`config.mk`:
```
export PLATFORM = sky130hd
export DESIGN_NAME = div_iter_flat
export DESIGN_NICKNAME = d
export VERILOG_FILES = /design/src/rtl/div_pkg.sv /design/src/rtl/div_iter_if.sv /design/src/rtl/div_clz.sv /design/src/rtl/div_iter.sv /design/src/flat_wrapper.sv
export SDC_FILE = /design/constraint.sdc
export NUM_CORES = 1
export LEC_CHECK = 0
export BUFFER_PORTS_ARGS = -buffer_cell sky130_fd_sc_hd__buf_2
export CAP_MARGIN = 10
export CORE_MARGIN = 1
export CORE_UTILIZATION = 54
export CTS_CLUSTER_DIAMETER = 40
export DETAILED_ROUTE_END_ITERATION = 7
export PLACE_DENSITY_LB_ADDON = 0.25
export SETUP_SLACK_MARGIN = 0.4
export SYNTH_ARGS = -nofsm -noshare
export SYNTH_HDL_FRONTEND = slang
export SYNTH_SLANG_ARGS = --single-unit
```
`constraint.sdc`:
```
create_clock -name clk -period 2.85 [get_ports clk]
set_input_delay 0.1425 -clock clk [delete_from_list [all_inputs] [get_ports clk]]
set_output_delay 0.1425 -clock clk [all_outputs]
set_load 0.01 [all_outputs]
```
`src/rtl/div_pkg.sv`:
```
// Shared types and helpers for the iterative divider: FSM state encoding and
// a conditional two's-complement negate used for |x| and for result sign fix-up.
package div_pkg;

    localparam int DIV_STATE_W = 3;
    // Widest operand the helper supports; callers zero-extend and truncate.
    localparam int DIV_MAX_W   = 64;

    typedef enum logic [DIV_STATE_W-1:0] {
        S_IDLE = 3'd0,
        S_PREP = 3'd1,
        S_ITER = 3'd2,
        S_FIX  = 3'd3,
        S_DONE = 3'd4
    } div_state_t;

    // Absolute value when is_neg is the operand's sign bit; also used to
    // re-apply a sign to an unsigned result.
    function automatic logic [DIV_MAX_W-1:0] div_abs(input logic [DIV_MAX_W-1:0] value,
                                                     input logic                 is_neg);
        return is_neg ? -value : value;
    endfunction

endpackage

```
`src/rtl/div_iter_if.sv`:
```
// Launch/result bundle between the execute stage (master) and the divider (slave).
interface div_iter_if #(
    parameter int WIDTH = 32
);
    logic             start;
    logic             cancel;
    logic             signdiv;
    logic [WIDTH-1:0] a;
    logic [WIDTH-1:0] b;
    logic             busy;
    logic             done;
    logic [WIDTH-1:0] q;
    logic [WIDTH-1:0] r;
    logic             divzero;

    modport master (
        output start, cancel, signdiv, a, b,
        input  busy, done, q, r, divzero
    );

    modport slave (
        input  start, cancel, signdiv, a, b,
        output busy, done, q, r, divzero
    );
endinterface

```
`src/rtl/div_clz.sv`:
```
// Combinational leading-zero counter; an all-zero input yields WIDTH.
module div_clz #(
    parameter  int WIDTH = 32,
    localparam int CNT_W = $clog2(WIDTH + 1)
) (
    input  logic [WIDTH-1:0] value,
    output logic [CNT_W-1:0] count
);

    // Ascending scan: the highest set bit is the last one to write count.
    always_comb begin
        count = CNT_W'(WIDTH);
        for (int i = 0; i < WIDTH; i++) begin
            if (value[i]) count = CNT_W'(WIDTH - 1 - i);
        end
    end

endmodule

```
`src/rtl/div_iter.sv`:
```
// Multi-cycle restoring divider (DIV/DIVU) producing LO=quotient, HI=remainder.
// Define DIV_EARLY_OUT_EN to skip the dividend's leading zeros via div_clz.
module div_iter
    import div_pkg::*;
#(
    parameter int WIDTH = 32
) (
    input logic       clk,
    input logic       divrst_n,
    div_iter_if.slave bus
);

    localparam int CNT_W = $clog2(WIDTH + 1);

    div_state_t       state_q, state_d;
    logic [WIDTH-1:0] a_q, a_d;
    logic [WIDTH-1:0] b_q, b_d;
    logic             signdiv_q, signdiv_d;
    logic [WIDTH-1:0] divisor_q, divisor_d;
    logic [WIDTH-1:0] dvd_q, dvd_d;
    logic [WIDTH-1:0] rem_q, rem_d;
    logic [CNT_W-1:0] cnt_q, cnt_d;
    logic             quo_neg_q, quo_neg_d;
    logic             rem_neg_q, rem_neg_d;
    logic             dz_q, dz_d;
    logic [WIDTH-1:0] q_q, q_d;
    logic [WIDTH-1:0] r_q, r_d;
    logic             divzero_q, divzero_d;

    logic [WIDTH-1:0] abs_a;
    logic [WIDTH-1:0] abs_b;
    logic [WIDTH:0]   rem_sh;
    logic [WIDTH:0]   trial;

    assign abs_a  = WIDTH'(div_abs(DIV_MAX_W'(a_q), signdiv_q & a_q[WIDTH-1]));
    assign abs_b  = WIDTH'(div_abs(DIV_MAX_W'(b_q), signdiv_q & b_q[WIDTH-1]));

    // One restoring step: shift the next dividend bit into the partial remainder.
    assign rem_sh = {rem_q, dvd_q[WIDTH-1]};
    assign trial  = rem_sh - {1'b0, divisor_q};

`ifdef DIV_EARLY_OUT_EN
    logic [CNT_W-1:0] clz_k;

    div_clz #(.WIDTH(WIDTH)) u_clz (
        .value (abs_a),
        .count (clz_k)
    );
`endif

    // NOTE: every _d gets its _q as a default first, so no path through the
    // case below leaves a variable unassigned and no latch is inferred.
    always_comb begin
        state_d   = state_q;
        a_d       = a_q;
        b_d       = b_q;
        signdiv_d = signdiv_q;
        divisor_d = divisor_q;
        dvd_d     = dvd_q;
        rem_d     = rem_q;
        cnt_d     = cnt_q;
        quo_neg_d = quo_neg_q;
        rem_neg_d = rem_neg_q;
        dz_d      = dz_q;
        q_d       = q_q;
        r_d       = r_q;
        divzero_d = divzero_q;

        unique case (state_q)
            S_IDLE: begin
                if (bus.start && !bus.cancel) begin
                    a_d       = bus.a;
                    b_d       = bus.b;
                    signdiv_d = bus.signdiv;
                    state_d   = S_PREP;
                end
            end

            S_PREP: begin
                if (bus.cancel) begin
                    state_d = S_IDLE;
                end else begin
                    quo_neg_d = signdiv_q & (a_q[WIDTH-1] ^ b_q[WIDTH-1]);
                    rem_neg_d = signdiv_q & a_q[WIDTH-1];
                    divisor_d = abs_b;
                    rem_d     = '0;
                    if (b_q == '0) begin
                        dz_d    = 1'b1;
                        state_d = S_FIX;
                    end else begin
                        dz_d    = 1'b0;
`ifdef DIV_EARLY_OUT_EN
                        // At least one step always runs so a zero dividend still resolves.
                        dvd_d   = abs_a << clz_k;
                        cnt_d   = (clz_k > CNT_W'(WIDTH - 1)) ? CNT_W'(1)
                                                              : CNT_W'(WIDTH) - clz_k;
`else
                        dvd_d   = abs_a;
                        cnt_d   = CNT_W'(WIDTH);
`endif
                        state_d = S_ITER;
                    end
                end
            end

            S_ITER: begin
                if (bus.cancel) begin
                    state_d = S_IDLE;
                end else begin
                    rem_d = trial[WIDTH] ? rem_sh[WIDTH-1:0] : trial[WIDTH-1:0];
                    dvd_d = {dvd_q[WIDTH-2:0], ~trial[WIDTH]};
                    cnt_d = cnt_q - CNT_W'(1);
                    if (cnt_q == CNT_W'(1)) state_d = S_FIX;
                end
            end

            S_FIX: begin
                if (bus.cancel) begin
                    state_d = S_IDLE;
                end else begin
                    if (dz_q) begin
                        q_d       = '1;
                        r_d       = a_q;
                        divzero_d = 1'b1;
                    end else begin
                        q_d       = WIDTH'(div_abs(DIV_MAX_W'(dvd_q), quo_neg_q));
                        r_d       = WIDTH'(div_abs(DIV_MAX_W'(rem_q), rem_neg_q));
                        divzero_d = 1'b0;
                    end
                    state_d = S_DONE;
                end
            end

            S_DONE:  state_d = S_IDLE;

            default: state_d = S_IDLE;
        endcase
    end

    // NOTE: state registers use non-blocking assignments so every flop samples
    // its _d from the same edge regardless of statement order.
    always_ff @(posedge clk or negedge divrst_n) begin
        if (!divrst_n) begin
            state_q   <= S_IDLE;
            a_q       <= '0;
            b_q       <= '0;
            signdiv_q <= 1'b0;
            divisor_q <= '0;
            dvd_q     <= '0;
            rem_q     <= '0;
            cnt_q     <= '0;
            quo_neg_q <= 1'b0;
            rem_neg_q <= 1'b0;
            dz_q      <= 1'b0;
            q_q       <= '0;
            r_q       <= '0;
            divzero_q <= 1'b0;
        end else begin
            state_q   <= state_d;
            a_q       <= a_d;
            b_q       <= b_d;
            signdiv_q <= signdiv_d;
            divisor_q <= divisor_d;
            dvd_q     <= dvd_d;
            rem_q     <= rem_d;
            cnt_q     <= cnt_d;
            quo_neg_q <= quo_neg_d;
            rem_neg_q <= rem_neg_d;
            dz_q      <= dz_d;
            q_q       <= q_d;
            r_q       <= r_d;
            divzero_q <= divzero_d;
        end
    end

    assign bus.busy    = (state_q != S_IDLE);
    assign bus.done    = (state_q == S_DONE);
    assign bus.q       = q_q;
    assign bus.r       = r_q;
    assign bus.divzero = divzero_q;

endmodule

```
`src/flat_wrapper.sv`:
```
// flat-port wrapper written by rule: the top's interface ports become plain ports
module div_iter_flat import div_pkg::*;
#(
    parameter int WIDTH = 32
)
  (clk, divrst_n, bus_start, bus_cancel, bus_signdiv, bus_a, bus_b, bus_busy, bus_done, bus_q, bus_r, bus_divzero);
  div_iter_if #(.WIDTH(WIDTH)) bus_i ();
  input logic clk;
  input logic divrst_n;
  input wire logic [$bits(bus_i.start)-1:0] bus_start;
  input wire logic [$bits(bus_i.cancel)-1:0] bus_cancel;
  input wire logic [$bits(bus_i.signdiv)-1:0] bus_signdiv;
  input wire logic [$bits(bus_i.a)-1:0] bus_a;
  input wire logic [$bits(bus_i.b)-1:0] bus_b;
  output wire logic [$bits(bus_i.busy)-1:0] bus_busy;
  output wire logic [$bits(bus_i.done)-1:0] bus_done;
  output wire logic [$bits(bus_i.q)-1:0] bus_q;
  output wire logic [$bits(bus_i.r)-1:0] bus_r;
  output wire logic [$bits(bus_i.divzero)-1:0] bus_divzero;
  assign bus_i.start = bus_start;
  assign bus_i.cancel = bus_cancel;
  assign bus_i.signdiv = bus_signdiv;
  assign bus_i.a = bus_a;
  assign bus_i.b = bus_b;
  assign bus_busy = bus_i.busy;
  assign bus_done = bus_i.done;
  assign bus_q = bus_i.q;
  assign bus_r = bus_i.r;
  assign bus_divzero = bus_i.divzero;
  div_iter #(.WIDTH(WIDTH)) u_core (.clk(clk), .divrst_n(divrst_n), .bus(bus_i));
endmodule
```
; Yosys cells after proc, flatten, opt, wreduce, memory -nomap -nowiden
; Cells that the tools add are included.
[word_totals]
reg_bits = 238
latchBits = 0
mem_bits_rw = 0
rom_bits = 0
inputBits = 69
out_inout_bits = 67
elab_cells = 75
n_memories = 0
[classes]
add_sub_neg = 6
multipliers = 0
n_div = 0
n_lt_le_gt_ge = 0
eq_ne = 10
shift = 0
muxes = 27
bitwise = 6
n_reduce_logical = 12
[ops]
columns = op, count
row1 = $mux 32, 12
row2 = $neg 32->32, 4
row3 = $pmux 32 s2, 2
row4 = $sub 33x32->33, 1
row5 = $logic_not 32->1, 1
row6 = $mux 6, 3
row7 = $mux 3, 5
row8 = $pmux 3 s4, 1
row9 = $pmux 6 s2, 1
row10 = $reduce_and 2->1, 4
row11 = $eq 3x2->1 const B, 2
row12 = $eq 6x1->1 const B, 1
row13 = $ne 2x2->1 const B, 3
row14 = $sub 6x1->6 const B, 1
row15 = $reduce_and 4->1, 1
row16 = $and 1x1->1, 3
row17 = $eq 3x1->1 const B, 1
row18 = $eq 3x3->1 const B, 1
row19 = $logic_not 3->1, 1
row20 = $mux 1, 3
row21 = $ne 3x2->1 const B, 1
row22 = $reduce_and 3->1, 1
row23 = $reduce_bool 3->1, 1
row24 = $ne 2x1->1 const B, 1
row25 = other kinds (5), 6

; Logic depth before layout (Yosys ltp)
; Gate-level depths: netlist of the first run.
[logic_depth]
depth_word = 5
depth_mapped = 13
depth_no_buf = 12

; Worst setup path after synthesis of the first run
; OpenSTA, ideal clock, no wires.
[synth_path]
kind = register to register
startpoint = register u_core.dvd_q[31]
endpoint = register u_core.rem_q[15]
setup_time_ns = 0.135
arrival_ns = 2.878
required_ns = 2.715
setup_slack_ns = -0.163
stages_incl_launch_ff = 14
path_buffers = 1
synth_period_minus_slack_ns = 3.013
cell_sequence = dfrtp_1 -> inv_1 -> ha_1 -> fa_1 -> nand2b_1 -> a21oi_1 -> o22a_1 -> a21oi_1 -> o31ai_1 -> a31oi_1 -> xnor2_2 -> buf_2 -> mux2i_1 -> o22ai_1
[synth_between]
elab_chain_len = 4
[synth_lines]
columns = element, line_no
row1 = "start, declared", div_iter.sv:20  ; logic [WIDTH-1:0] dvd_q, dvd_d;
row2 = "start signal, assigned", div_iter.sv:164  ; dvd_q <= dvd_d;
row3 = $sub 33x32->33, div_iter.sv:40  ; assign trial = rem_sh - {1'b0, divisor_q};
row4 = $mux 32, div_iter.sv:110  ; rem_d = trial[WIDTH] ? rem_sh[WIDTH-1:0] : trial[WIDTH-1:0];
row5 = $mux 32, div_iter.sv:107  ; if (bus.cancel) begin
row6 = $pmux 32 s2, div_iter.sv:69  ; unique case (state_q)
row7 = "end signal, assigned", div_iter.sv:165  ; rem_q <= rem_d;
row8 = "end, declared", div_iter.sv:21  ; logic [WIDTH-1:0] rem_q, rem_d;
; Every way passes these cells. The select of a mux whose other input is x is not followed.
; A chain may end at the register's enable or synchronous reset.

; Final worst setup path of the first run
[layout_path]
startpoint = register u_core.b_q[7]
endpoint = register u_core.dvd_q[25]
[layout_between]
elab_chain_len = 3
[layout_lines]
columns = element, line_no
row1 = "start, declared", div_iter.sv:17  ; logic [WIDTH-1:0] b_q, b_d;
row2 = "start signal, assigned", div_iter.sv:146  ; b_q <= '0;
row3 = "start signal, assigned", div_iter.sv:161  ; b_q <= b_d;
row4 = $logic_not 32->1, div_iter.sv:87  ; if (b_q == '0) begin
row5 = $ne 2x2->1 (no line), -
row6 = $reduce_and 4->1 (no line), -
; Every way passes these cells.

==> results of run 1 <==
==> worst max-delay path: stages (launching register included) <==
cell      delay, ps
dfrtp_1         370
or4_4           560
nor4_4          340
nand3b_1        250
nor3b_4         290
buf_6           140
a21oi_4          70
nor2_4          140
buf_6           110
buf_8           120
buf_6           110
buf_16          140
nand2_2          60
o21ai_1          90
==> registers in the layout (all words and copies together), names as in the netlist <==
name,cells
u_core.a_q,32
u_core.b_q,32
u_core.bus.divzero,1
u_core.bus.q,32
u_core.bus.r,32
u_core.cnt_q,6
u_core.divisor_q,32
u_core.dvd_q,32
u_core.dz_q,1
u_core.quo_neg_q,1
u_core.rem_neg_q,1
u_core.rem_q,32
u_core.signdiv_q,1
u_core.state_q,3
==> routing by layer <==
metal | vias to the layer above | share of wire | wire length, um | track usage
met5 | - | 0 | 0 | 0
met4 | 0 | 0.039 | 1650 | 0.110
met3 | 126 | 0.060 | 2550 | 0.0486
met2 | 493 | 0.49 | 20600 | 0.521
met1 | 6271 | 0.41 | 17500 | 0.405
li1 | 6102 | - | - | -
==> synth_stat cells, types with 3 or more instances <==
cell / count / area share
dfrtp_1: 238 / 0.43
ha_1: 38 / 0.034
a2bb2oi_1: 6 / 0.0038
xor2_1: 88 / 0.055
nand2_1: 233 / 0.063
clkbuf_1: 69 / 0.019
o21a_1: 5 / 0.0027
o31ai_1: 34 / 0.018
and2_1: 7 / 0.0031
mux2i_1: 30 / 0.022
buf_4: 4 / 0.0022
o21ai_0: 192 / 0.069
a21oi_1: 105 / 0.038
a21o_1: 16 / 0.0086
nand4_1: 6 / 0.0027
nand2b_1: 10 / 0.0045
o21bai_1: 4 / 0.0022
and3_1: 4 / 0.0018
nand3_1: 13 / 0.0047
nor4_1: 11 / 0.0049
or2_2: 5 / 0.0022
o21ai_1: 8 / 0.0029
xnor2_1: 62 / 0.039
or4_1: 15 / 0.0081
inv_1: 48 / 0.013
mux2_2: 65 / 0.053
nor2b_1: 6 / 0.0027
nor3b_1: 3 / 0.0016
a22o_1: 3 / 0.0019
buf_6: 3 / 0.0024
o41ai_1: 14 / 0.0088
nor2_1: 117 / 0.032
or3_1: 9 / 0.0040
o211ai_1: 3 / 0.0016
a31oi_1: 7 / 0.0031
or4_4: 3 / 0.0024
nor3_1: 18 / 0.0065
or3b_2: 3 / 0.0019
==> worst max-delay path by stage <==
stage                   startpoint                    to  slack, ps  cells past startpoint
2_1_floorplan     u_core.dvd_q[31]       u_core.rem_q[3]         10                     13
3_3_place_gp   u_core.divisor_q[9]       u_core.dvd_q[0]        -90                     12
3_5_place_dp   u_core.divisor_q[9]       u_core.dvd_q[0]       -120                     12
4_1_cts        u_core.divisor_q[0]       u_core.rem_q[8]         -4                     13
5_1_grt              u_core.b_q[7]  u_core.divisor_q[26]       -140                     12
6_report             u_core.b_q[7]      u_core.dvd_q[25]        -40                     13
==> metrics by stage <==
stage               cell area, um2   util  worst slack (ps)  instances  hold slack [ps]
floorplan                    14100      -              10.2       1545             -153
global placement             15700  0.620             -93.5       2036              136
detailed placement           15700  0.620              -121       2036              139
CTS                          18900  0.747             -3.71       2220              205
global route                 19500  0.774              -138       2238              183
finish                       19500  0.774             -38.5       2238              172
==> power by group <==
| part | leakage (nW) | internal, mW | total, mW | switching (mW) |
|---|---|---|---|---|
| sequential | 3.00 | 4.88 | 6.75 | 1.87 |
| clock | 0.656 | 3.17 | 4.85 | 1.68 |
| combinational | 5.25 | 7.76 | 16.7 | 8.96 |
==> cell families (layout without fill, tap and decap cells) <==
logic type,count (synthesis),count (layout),share of synthesized area
AOI/OAI and AO/OA,419,419,0.175
adders and majority gates,39,39,0.0356
DFF,238,238,0.428
and+or+nand+nor,474,474,0.155
xor gates and xnor gates,151,151,0.0955
muxes,95,95,0.0741
buffers and inverters,129,492,0.0376
==> area by class of cell <==
class                   count  share of cell area
multi-input cells        1178               0.438
flip-flops and latches    238               0.305
repair buffers            373               0.156
clock buffers              52              0.0582
well taps                 330              0.0211
clock inverters            18              0.0113
inverters                  49             0.00941
==> timing repair <==
item | CTS | global route
setup buffers | 38 | 17
endpoints found under the hold margin | 134 | 0
endpoints found under the setup margin | 106 | 120
resized for setup | 206 | 115
hold buffers | 68 | 0
cloned | 8 | 1
pin swaps | 65 | 73
==> results.json, run 1 <==
{
  "fmax_mhz": 346,
  "grt_util_all_layers": 0.310,
  "syn-num-nets": 1653,
  "reg2reg_depth": 13,
  "slew_headroom": 0.0371,
  "cp_max_fo": 7,
  "violations": "setup timing",
  "synth_area_per_cell_um2": 9.02,
  "setup_viol": 2,
  "fillerInstances": 1610,
  "cp-start-kind": "flip-flop",
  "clock_latency_ps": 520,
  "post-route-drc-count": 0,
  "yosys_warnings": 0,
  "routed_via_density": 5.81,
  "grt_pass1_wl_um": 64900,
  "port_buffers": 135,
  "yosysUniqueCellTypes": 69,
  "post-route-min-period_ps": 2890,
  "path_clk_slew_ps": 50,
  "first_global_vias": 12400,
  "cts_buffers": 39,
  "gp_congestion": 0.907,
  "routed-via-count": 13000,
  "p_per_area_nw_per_um2": 1450,
  "skew_ps": 17.4,
  "die_area_um2": 26400,
  "final_nets": 1987,
  "period_share": 1.01,
  "rows": 58,
  "avgRoutedWirePerCell_um": 18.9,
  "final_cell_mix": "233 x dfrtp_1, 200 x nand2_1, 134 x buf_2",
  "irDropWorstVdd_mv": 0.797,
  "r2r_end": "u_core.dvd_q[25]",
  "outcome": "finished, violations left",
  "io_pins": 136,
  "netlist_instances": 1545,
  "hold_viol": 0,
  "fin_setup_tns_ps": -40.2,
  "crit_type": "flip-flop to flip-flop",
  "synthArstFlopShare": 1.00,
  "ys_seq_area_frac": 0.428,
  "slew_violations": 0,
  "initial_utilization": 0.552,
  "report.power.total_mw": 28.3,
  "first_pass_iters": 5,
  "n_antenna_cell": 0,
  "htree_levels": 2,
  "max-cap-violations": 0,
  "seq_area_um2": 5960,
  "crit_required_ps": 3280,
  "area_growth_pct": 40.3,
  "cp_data_arrival_time_ps": 3320,
  "cts_buffer_depth": 3,
  "core_um2": 25300,
  "final_common_cell": "dfrtp_1",
  "netlist_area_um2": 13900,
  "fin_ws_ps": -38.5,
  "p_leak_nw": 8.90,
  "r2r-start": "u_core.b_q[7]",
  "worstHoldPathType": "input pin to async pin",
  "grt_setup_unrepaired": "yes",
  "cts_tree": "done",
  "max_slew.worst_pin.slew_ps": 1440,
  "critPathCaptureType": "flip-flop",
  "grt_overflow_total": 0,
  "antenna_found_initial": 0,
  "cts.sinks": 238,
  "dieWidth_um": 163,
  "synthFlopType": "dfrtp_1",
  "ys_ff_latch": 238,
  "r2r_setup_slack_ps": -40,
  "drtIter0Drc": 1055,
  "antenna_left": 0,
  "synth_edf_count": 0,
  "hpwl_um": 26400,
  "multi_input_area_um2": 8570,
  "layout-drive-gt1-share": 0.330,
  "grt_max_degree": 94,
  "cts_root_buffer": "clkbuf_16",
  "drt-total-wl_um": 42300,
  "die-height_um": 163
}
No activity file was read; power rests on OpenSTA's default activity.
==> inputs of run 2 (changes only) <==
CAP_MARGIN = default   (was 10)
RECOVER_POWER = 100   (was default)
==> results.json, run 2 (same netlist as run 1, synthesis figures left out) <==
{
  "die_area_um2": 26400,
  "area_growth_pct": 38.3,
  "routed-via-count": 13000,
  "period_share": 1.01,
  "cts_buffers": 39,
  "dpl-instance-area_um2": 15700,
  "path_clk_slew_ps": 60,
  "hpwl_um": 26400,
  "fillerInstances": 1700,
  "critPathCaptureType": "flip-flop",
  "cp_data_arrival_time_ps": 3250,
  "skew_ps": 15.1,
  "p_leak_nw": 8.60,
  "final_common_cell": "dfrtp_1",
  "hold_path_depth": 5,
  "fin_util": 0.763,
  "clock_latency_ps": 520,
  "drtIter0Drc": 995,
  "post-route-min-period_ps": 2880,
  "final_cell_mix": "234 x dfrtp_1, 200 x nand2_1, 116 x buf_4",
  "place_inst": 2036,
  "initial_utilization": 0.552,
  "p_sw_mw": 12.4,
  "fin_ws_ps": -32.1,
  "p_seq_frac": 0.241,
  "slew_violations": 70,
  "stdcell_area_um2": 19300,
  "htree_levels": 2,
  "cts_buffer_depth": 3,
  "max_slew.worst_pin.slew_ps": 1890,
  "layout-drive-gt1-share": 0.282,
  "dieWidth_um": 163,
  "rows": 58,
  "slew_headroom": -0.262,
  "cts_root_buffer": "clkbuf_16",
  "first_global_vias": 12400,
  "grt_overflow_total": 0,
  "crit_type": "flip-flop to flip-flop",
  "cp-start-kind": "flip-flop",
  "routed_via_density": 5.79,
  "cp_max_fo": 4,
  "min_from": "bus_cancel",
  "cts.sinks": 238,
  "worstHoldPathType": "input pin to flip-flop",
  "violations": "capacitance limit, slew limit, setup timing",
  "final_nets": 1987,
  "gp_congestion": 0.907,
  "grt_setup_unrepaired": "yes",
  "min_to": "u_core.rem_q[25]",
  "cts_tree": "done",
  "timing.hold.ws_ps": 169,
  "n_antenna_cell": 0,
  "switching_share": 0.443,
  "grt_pass1_wl_um": 64900,
  "grt_max_degree": 94,
  "die-height_um": 163,
  "dp_worst_setup_slack_ps": -121,
  "r2r_setup_slack_ps": -30,
  "irDropWorstVdd_mv": 0.789,
  "fin_cells": 2238,
  "setup_viol": 3,
  "outcome": "finished, violations left",
  "grt_util_all_layers": 0.310,
  "crit_required_ps": 3220,
  "fmax_mhz": 347,
  "drt-total-wl_um": 42500,
  "post-route-drc-count": 0,
  "r2r-start": "u_core.b_q[7]",
  "max-cap-violations": 1,
  "p_comb_frac": 0.585,
  "intPower_mw": 15.5,
  "first_pass_iters": 5,
  "clkPwrFrac": 0.174,
  "avgRoutedWirePerCell_um": 19.0,
  "port_buffers": 135,
  "io_pins": 136,
  "antenna_left": 0,
  "antenna_found_initial": 0,
  "r2r_end": "u_core.divisor_q[26]",
  "hold_viol": 0,
  "core_um2": 25300,
  "p_per_area_nw_per_um2": 1450,
  "reg2reg_depth": 12
}
[run 2: changes by cell type in the layout (fill, tap and decap cells not counted), moves of 3 or more]
cell	change
o21ai_1	-3
clkbuf_1	+70
buf_12	-3
o31ai_4	-3
or4_4	-4
o21ai_2	-4
or4_1	+4
buf_2	-66
clkbuf_4	+3
o21ai_0	+7
buf_4	-6
[run 2: layer usage]
| layer | track usage | part of all wire |
|---|---|---|
| met5 | 0 | 0 |
| met4 | 0.110 | 0.038 |
| met3 | 0.0486 | 0.064 |
| met2 | 0.521 | 0.49 |
| met1 | 0.405 | 0.41 |
[run 2: final cells by class]
cell class,count,area [um2],area share
Multi-Input combinational cell,1178,8430,0.438
Clock inverter,18,220,0.0114
Clock buffer,52,1140,0.0590
Timing Repair Buffer,373,2920,0.152
Sequential cell,238,5960,0.309
Inverter,49,184,0.00955
Tap cell,330,413,0.0214
[run 2: worst max-delay path by stage]
stage / startpoint / to / slack, ps / cells after the start
2_1_floorplan: u_core.dvd_q[31] / u_core.rem_q[3] / 10 / 13
3_3_place_gp: u_core.divisor_q[9] / u_core.dvd_q[0] / -90 / 12
3_5_place_dp: u_core.divisor_q[9] / u_core.dvd_q[0] / -120 / 12
4_1_cts: u_core.divisor_q[0] / u_core.rem_q[8] / -4 / 13
5_1_grt: u_core.b_q[7] / u_core.divisor_q[26] / -180 / 12
6_report: u_core.b_q[7] / u_core.divisor_q[26] / -30 / 12
[run 2: power by group through the flow]
stage | clock (mW) | combinational [mW] | sequential (mW)
floorplan | 0 | 8.79 | 6.33
global placement | 0 | 12.4 | 6.44
detailed placement | 0 | 12.7 | 6.50
CTS | 4.89 | 15.1 | 6.53
global route | 5.06 | 17.7 | 6.87
finish | 4.86 | 16.3 | 6.72
[run 2: per-stage QoR]
step | TNS, ps | power [mW]
after floorplan | 0 | 15.1
final | -55.2 | 27.9
after CTS | -6.58 | 26.5
after detailed placement | -2360 | 19.2
after global placement | -1420 | 18.8
after global routing | -3880 | 29.6
[run 2: repair_timing]
item                                   in CTS  in global routing
buffers inserted                           38                 17
resized for setup                         206                115
setup endpoints to repair                 106                120
endpoints found under the hold margin     134                  0
pin swaps                                  65                 73
gates cloned                                8                  1
hold buffers                               68                  0
[run 2: worst max-delay path, stage by stage, from the launching register on]
cell and delay, ps:
dfrtp_1 370, or4_4 560, nor4_4 350, nand3b_1 240, nor3b_4 290, clkbuf_4 180, buf_6 100, buf_6 80
buf_6 120, buf_6 100, a21oi_2 50, xnor2_1 220, o21ai_1 80
